`src/rtl/seg7_pkg.sv`:
```
// Shared constants for the 4-digit common-anode 7-segment scan driver:
// active-low idle values, the hex glyph table and the digit-index width.
package seg7_pkg;

  localparam logic [6:0] SEG_OFF = 7'b1111111;
  localparam logic [3:0] AN_OFF  = 4'b1111;
  localparam int         IDX_W   = 2;

  // Active-low {g,f,e,d,c,b,a}; entry n is the glyph for value n (hex A-F as A b C d E F).
  localparam logic [15:0][6:0] GLYPHS = {
    7'h0E, 7'h06, 7'h21, 7'h46, 7'h03, 7'h08, 7'h10, 7'h00,
    7'h78, 7'h02, 7'h12, 7'h19, 7'h30, 7'h24, 7'h79, 7'h40
  };

endpackage

```
`src/rtl/seg7_scan_display_decode.sv`:
```
// Combinational hex decoder: 4-bit value to active-low 7-segment pattern.
module seg7_decode
  import seg7_pkg::*;
(
  input  logic [3:0] value,
  output logic [6:0] pattern
);

  assign pattern = GLYPHS[value];

endmodule

```
`src/rtl/seg7_scan_display.sv`:
```
// Time-multiplexed 4-digit 7-segment driver with per-slot blanking guard and
// per-frame input snapshot. Define LEADING_ZERO_BLANK_EN to suppress leading zeros.
module seg7_scan_display
  import seg7_pkg::*;
#(
  parameter int CLK_HZ       = 10_000_000,
  parameter int DIGIT_HZ     = 1000,
  parameter int GUARD_CYCLES = 100
) (
  input  logic       clk_i,
  input  logic       rst_i,
  input  logic [3:0] sign0,
  input  logic [3:0] sign1,
  input  logic [3:0] sign2,
  input  logic [3:0] sign3,
  output logic [6:0] segments,
  output logic [3:0] displays,
  output logic       frame_o
);

  localparam int DWELL = CLK_HZ / DIGIT_HZ;
  localparam int CNT_W = (DWELL > 1) ? $clog2(DWELL) : 1;
  localparam logic [CNT_W-1:0] CNT_LAST = CNT_W'(DWELL - 1);
  localparam logic [CNT_W-1:0] CNT_GUARD = CNT_W'(GUARD_CYCLES);

  generate
    if (DWELL < GUARD_CYCLES + 2) begin : g_bad_dwell
      $error("seg7_scan_display: DWELL must be at least GUARD_CYCLES + 2");
    end
  endgenerate

  logic [CNT_W-1:0]      cnt;
  logic [IDX_W-1:0]      idx;
  logic [3:0][3:0]       snap;
  logic                  snapshot;
  logic [3:0]            cur_value;
  logic [6:0]            cur_glyph;
  logic                  lead_blank;
  logic [3:0]            slot_an;
  logic [6:0]            slot_seg;
  logic [3:0]            stage_an;
  logic [6:0]            stage_seg;

  assign snapshot = (cnt == '0) && (idx == '0);

  always_ff @(posedge clk_i) begin
    if (rst_i) begin
      cnt <= '0;
      idx <= '0;
    end else if (cnt == CNT_LAST) begin
      cnt <= '0;
      idx <= idx + IDX_W'(1);
    end else begin
      cnt <= cnt + CNT_W'(1);
    end
  end

  always_ff @(posedge clk_i) begin
    if (rst_i) begin
      snap    <= '0;
      frame_o <= 1'b0;
    end else begin
      frame_o <= snapshot;
      if (snapshot) snap <= {sign3, sign2, sign1, sign0};
    end
  end

  assign cur_value = snap[idx];

  seg7_decode u_decode (
    .value   (cur_value),
    .pattern (cur_glyph)
  );

  always_comb begin
    lead_blank = 1'b0;
`ifdef LEADING_ZERO_BLANK_EN
    case (idx)
      2'd3:    lead_blank = (snap[3] == 4'd0);
      2'd2:    lead_blank = (snap[3] == 4'd0) && (snap[2] == 4'd0);
      2'd1:    lead_blank = (snap[3] == 4'd0) && (snap[2] == 4'd0) && (snap[1] == 4'd0);
      default: lead_blank = 1'b0;
    endcase
`endif
  end

  always_comb begin
    slot_an  = AN_OFF;
    slot_seg = SEG_OFF;
    if (cnt >= CNT_GUARD) begin
      slot_an  = ~(4'b0001 << idx);
      slot_seg = lead_blank ? SEG_OFF : cur_glyph;
    end
  end

  // Two register stages: the first freezes the glyph against the snapshot it
  // was computed from, so a snapshot on a slot boundary never mixes frames.
  always_ff @(posedge clk_i) begin
    if (rst_i) begin
      stage_an  <= AN_OFF;
      stage_seg <= SEG_OFF;
      displays  <= AN_OFF;
      segments  <= SEG_OFF;
    end else begin
      stage_an  <= slot_an;
      stage_seg <= slot_seg;
      displays  <= stage_an;
      segments  <= stage_seg;
    end
  end

endmodule

```
`config.mk`:
```
export PLATFORM = sky130hd
export DESIGN_NAME = seg7_scan_display
export DESIGN_NICKNAME = d
export VERILOG_FILES = /design/src/rtl/seg7_pkg.sv /design/src/rtl/seg7_scan_display_decode.sv /design/src/rtl/seg7_scan_display.sv
export SDC_FILE = /design/constraint.sdc
export NUM_CORES = 1
export LEC_CHECK = 0
export CORE_MARGIN = 3
export CORE_UTILIZATION = 49
export DETAILED_ROUTE_END_ITERATION = 8
export PLACE_DENSITY = 0.75
export SYNTH_ARGS = -nofsm -noshare
export SYNTH_HDL_FRONTEND = slang
export SYNTH_SLANG_ARGS = --single-unit
```
`constraint.sdc`:
```
create_clock -name clk_i -period 2 [get_ports clk_i]
set_clock_uncertainty 0.2 [all_clocks]
set_input_delay 0.6 -clock clk_i [delete_from_list [all_inputs] [get_ports clk_i]]
set_output_delay 0.6 -clock clk_i [all_outputs]
set_load 0.005 [all_outputs]
```
### Word-level counts from Yosys, hierarchy flattened

Memory sizes are Yosys's and may differ from the RTL's. A register that Yosys moved wholly into a read port is not among the register bits.
Cells that the tools add are included.

| word-level totals | value |
|---|---|
| register bits after elaboration | 48 |
| latch bits | 0 |
| memory bits (writable) | 0 |
| memory bits (read-only) | 112 |
| input port bits | 18 |
| output and inout bits | 12 |
| memories | 1 |

Memory list:

| name | depth | bits a word | read ports | clocked after Yosys merged registers in | write ports | line | source |
|---|---|---|---|---|---|---|---|
| (no name shown) | 16 | 7 | 1 | 1 | 0 | seg7_scan_display_decode.sv:9 | `assign pattern = GLYPHS[value];` |

| cells by class | value |
|---|---|
| add/sub/neg operators | 2 |
| multiply operators | 0 |
| div/mod/pow operators | 0 |
| order comparisons | 2 |
| equality and inequality tests | 1 |
| shift operators | 1 |
| multiplexer cells | 2 |
| bitwise gates (word level) | 2 |
| reduce and logical (&&, ||, !) cells | 5 |

Operators by type and width:

| kind | count |
|---|---|
| $add A14 B1 Y14 const B | 1 |
| $eq A14 B14 Y1 const B | 1 |
| $ge A14 B7 Y1 const B | 1 |
| $logic_not A14 Y1 | 1 |
| $bmux W4 S2 | 1 |
| $mux W4 | 1 |
| $not A4 Y4 | 1 |
| $reduce_or A2 Y1 | 2 |
| $shl A1 B2 Y4 const A | 1 |
| $lt A2 B3 Y1 const B | 1 |
| $add A2 B1 Y2 const B | 1 |
| $logic_not A2 Y1 | 1 |
| $logic_and A1 B1 Y1 | 1 |
| $not A1 Y1 | 1 |

### Longest topological paths before layout

| logic depth | value |
|---|---|
| word-level depth | 3 |
| mapped depth | 9 |
| mapped depth without buffers | 6 |

### Hierarchy

Synthesis repeated with hierarchy kept, for this count alone.

| second synthesis, totals | value |
|---|---|
| cell total of the unflattened synthesis | 230 |
| area, all modules | 2338.5 sq um |

By module, submodules not included:

| module | instances | cells each | area each (sq um) |
|---|---|---|---|
| seg7_scan_display | 1 | 198 | 2063.2 |
| seg7_decode | 1 | 32 | 275.3 |

### Worst setup path after synthesis

Ideal clock, no wire load.

| path | value |
|---|---|
| kind | register to register |
| start point | register idx[0] |
| end point | register stage_seg[4] |
| setup time | 131 ps |
| arrival time | 1719 ps |
| required time | 1669 ps |
| path slack | -50 ps |
| stages on the path, launching flop included | 7 |
| buffers on the path | 1 |
| cell sequence | dfxtp_1 buf_6 mux4_2 ha_1 mux2_1 o21ai_1 nand2_1 |

| on the way | value |
|---|---|
| cells in the longest elaborated chain, start to end | 2 |

Ends and longest elaborated chain:

| item | line | source |
|---|---|---|
| start: declaration | seg7_scan_display.sv:33 | `logic [IDX_W-1:0] idx;` |
| start signal: assignment | seg7_scan_display.sv:52 | `idx <= idx + IDX_W'(1);` |
| $bmux W4 S2 | seg7_scan_display.sv:68 | `assign cur_value = snap[idx];` |
| $mux W4 (implied by the code) | seg7_scan_display.sv:68 |  |
| end: declaration | seg7_scan_display.sv:42 | `logic [6:0] stage_seg;` |

Every way passes these cells. The select of a mux whose other input is x is not followed.
A chain may end at the register's enable or synchronous reset.

### Worst setup path in the final report

| path | value |
|---|---|
| start point | register idx[0] |
| end point | register stage_seg[3] |

The elaborated chain is that of the path after synthesis.

==> reports/results.ini <==
[layout]
area_growth_pct = 25.7
fin_nets = 303
final_cells = 326
fin_util = 0.656
antenna_cells = 0
final_common_cell = dfxtp_1
drive_gt1_frac = 0.204
multiInputGateArea_mm2 = 0.00120
layout_common_cells = 53 x dfxtp_1, 35 x nor2_1, 29 x clkdlybuf4s50_1, 17 x mux2i_1, 14 x buf_4
fill_cells = 363
seq_area_mm2 = 0.00111

[critical_path]
cp.required_ns = 2.00
worst-path-max-fanout = 5
cp-end-kind = flop
critPathArrivalTime_ns = 1.94
start_kind = flop
path_class = reg -> reg

[placed_design]
io_buffers = 29
dp_cells = 314
gp_congestion = 0.859
detailed_place_hpwl_mm = 2.79

[logic_synthesis]
syn_area_mm2 = 0.00235
ys_warn_count = 0
synth_cell_type_count = 37
synth_cells = 232
synth_seq_cells = 55
synthesis.nets = 262
syn_avg_cell_area_um2 = 10.1
ys_seq_area_frac = 0.468
synth_flop_cell = dfxtp_1
synth_edf_count = 0
synth-async-reset-ratio = 0

[timing]
whs_ns = 0.216
relSlewSlack = 0.721
finalSetupViolations = 0
fmax_mhz = 515
drv_slew = 0
hold_violations = 0
fin_crit_ns = 1.94
tightest_slew_ns = 0.414
period_share = 0.971

[die]
die_w_um = 75.3
core-area_mm2 = 0.00450
dieHeight_um = 75.3
die_area_mm2 = 0.00566
rows = 24
initial_core_util = 0.522
pin_count = 30

[detailed_routing]
wire_per_inst_um = 12.0
vias_per_cell = 5.13
vias = 1674
first_pass_iters = 4
ant_nets = 0
drt-total-wl_mm = 3.92
first_iter_violations = 56
drc = 0

[worst_hold_path]
holdCritPathClass = reg -> reg

[global_routing]
antenna_found_initial = 0
grt_first_pass_wirelength_mm = 6.68
grt_max_degree = 32
grt_overflow = 0
track_usage = 0.152
first_global_vias = 1505

[clock_tree]
cts_sinks = 55
clk_latency_ns = 0.31
root_buffer = clkbuf_8
cts_max_level = 2
numCtsBuffers = 5
cts.reportedPaths.clkPinSlew_ns = 0.10
cts_buffer_depth = 2
cts_tree = done

[outcome]
status = completed

[power_and_ir_drop]
irDropWorstVdd_uv = 451
p_per_area_mw_per_mm2 = 713
power_leakage_nw = 1.19

[run]
maxCapViolations = 0

metal layers:
metal,share of wire,global-route usage,up-vias
met5,0,0,-
met2,0.44,0.245,34
met4,0.015,0.0466,0
met3,0.039,0.0374,8
li1,-,-,867
met1,0.51,0.203,765
worst paths after layout:
kind                            slack, ns   startpoint      endpoint  depth (start not counted)
worst max-delay path                 0.06       idx[0]  stage_seg[3]                          5
worst min-delay path                 0.22  stage_an[2]   displays[2]                          1
worst max register to register       0.06       idx[0]  stage_seg[3]                          5
worst min register to register       0.22  stage_an[2]   displays[2]                          1
where the power goes:
part | leakage, nW | switching (W) | internal [W] | total, W
logic | 0.696 | 0.000134 | 0.000186 | 0.000320
registers | 0.449 | 0.0000292 | 0.00113 | 0.00116
clock network | 0.0491 | 0.000367 | 0.000258 | 0.000625
logic make-up (layout without fill, tap and decap cells):
| group | after synthesis | in the layout | share of synthesized area |
|---|---|---|---|
| and+or+nand+nor | 93 | 93 | 0.202 |
| xor gates and xnor gates | 16 | 16 | 0.0596 |
| AOI/OAI and AO/OA | 14 | 14 | 0.0388 |
| buffers and inverters | 19 | 61 | 0.0420 |
| DFF | 55 | 55 | 0.468 |
| adders and majority gates | 12 | 12 | 0.0639 |
| muxes | 23 | 23 | 0.125 |
synth_stat cells, types with 2 or more instances:
master | count | area, um^2
buf_2 | 4 | 20.0
o211ai_1 | 2 | 15.0
or2_2 | 11 | 68.8
xor2_1 | 10 | 87.6
clkbuf_1 | 5 | 18.8
a21oi_1 | 3 | 15.0
inv_1 | 7 | 26.3
buf_6 | 3 | 33.8
nor3_1 | 2 | 10.0
xnor2_1 | 6 | 52.6
nand3_1 | 9 | 45.0
or3_1 | 2 | 12.5
a31oi_1 | 2 | 12.5
nor3b_1 | 2 | 15.0
mux2i_1 | 17 | 170
nand2_1 | 11 | 41.3
ha_1 | 12 | 150
and3_1 | 4 | 25.0
o21ai_1 | 2 | 10.0
nor2_1 | 35 | 131
nand4_1 | 7 | 43.8
mux4_2 | 5 | 113
nand2b_1 | 2 | 12.5
dfxtp_1 | 55 | 1100
o21ai_0 | 2 | 10.0
metrics by stage:
stage	TNS, ns	worst slack (ns)	area (um^2)	total power (W)
CTS	0	0.00140	2870	0.00209
floorplan	0	0.0173	2360	0.00137
global route	-0.0160	-0.0160	2950	0.00221
finish	0	0.0583	2950	0.00210
global placement	0	0.0601	2770	0.00145
detailed placement	0	0.0290	2770	0.00146
layout make-up:
class | instances | area share
Tap cell | 52 | 0.0220
Timing Repair Buffer | 46 | 0.156
Sequential cell | 55 | 0.374
Multi-Input combinational cell | 158 | 0.406
Clock inverter | 3 | 0.00889
Clock buffer | 5 | 0.0233
Inverter | 7 | 0.00974
worst max-delay path: stages, from the launching register on:
cell	delay, ns
dfxtp_4	0.39
mux4_2	0.59
ha_4	0.22
or2_0	0.22
a21oi_1	0.13
o21ai_1	0.09
sequential cells by signal, summed over array words and instances, names as in the netlist:
| signal | cells |
|---|---|
| frame_o | 1 |
| snap | 16 |
| segments | 7 |
| idx | 2 |
| stage_an | 4 |
| displays | 4 |
| cnt | 14 |
| stage_seg | 7 |
what timing repair did:
action                     in CTS  in global routing
buffers inserted                0                  3
setup endpoints to repair       0                 19
hold buffers                    0                  0
resized for setup               0                 13
Power figures use the tool's default switching activity.
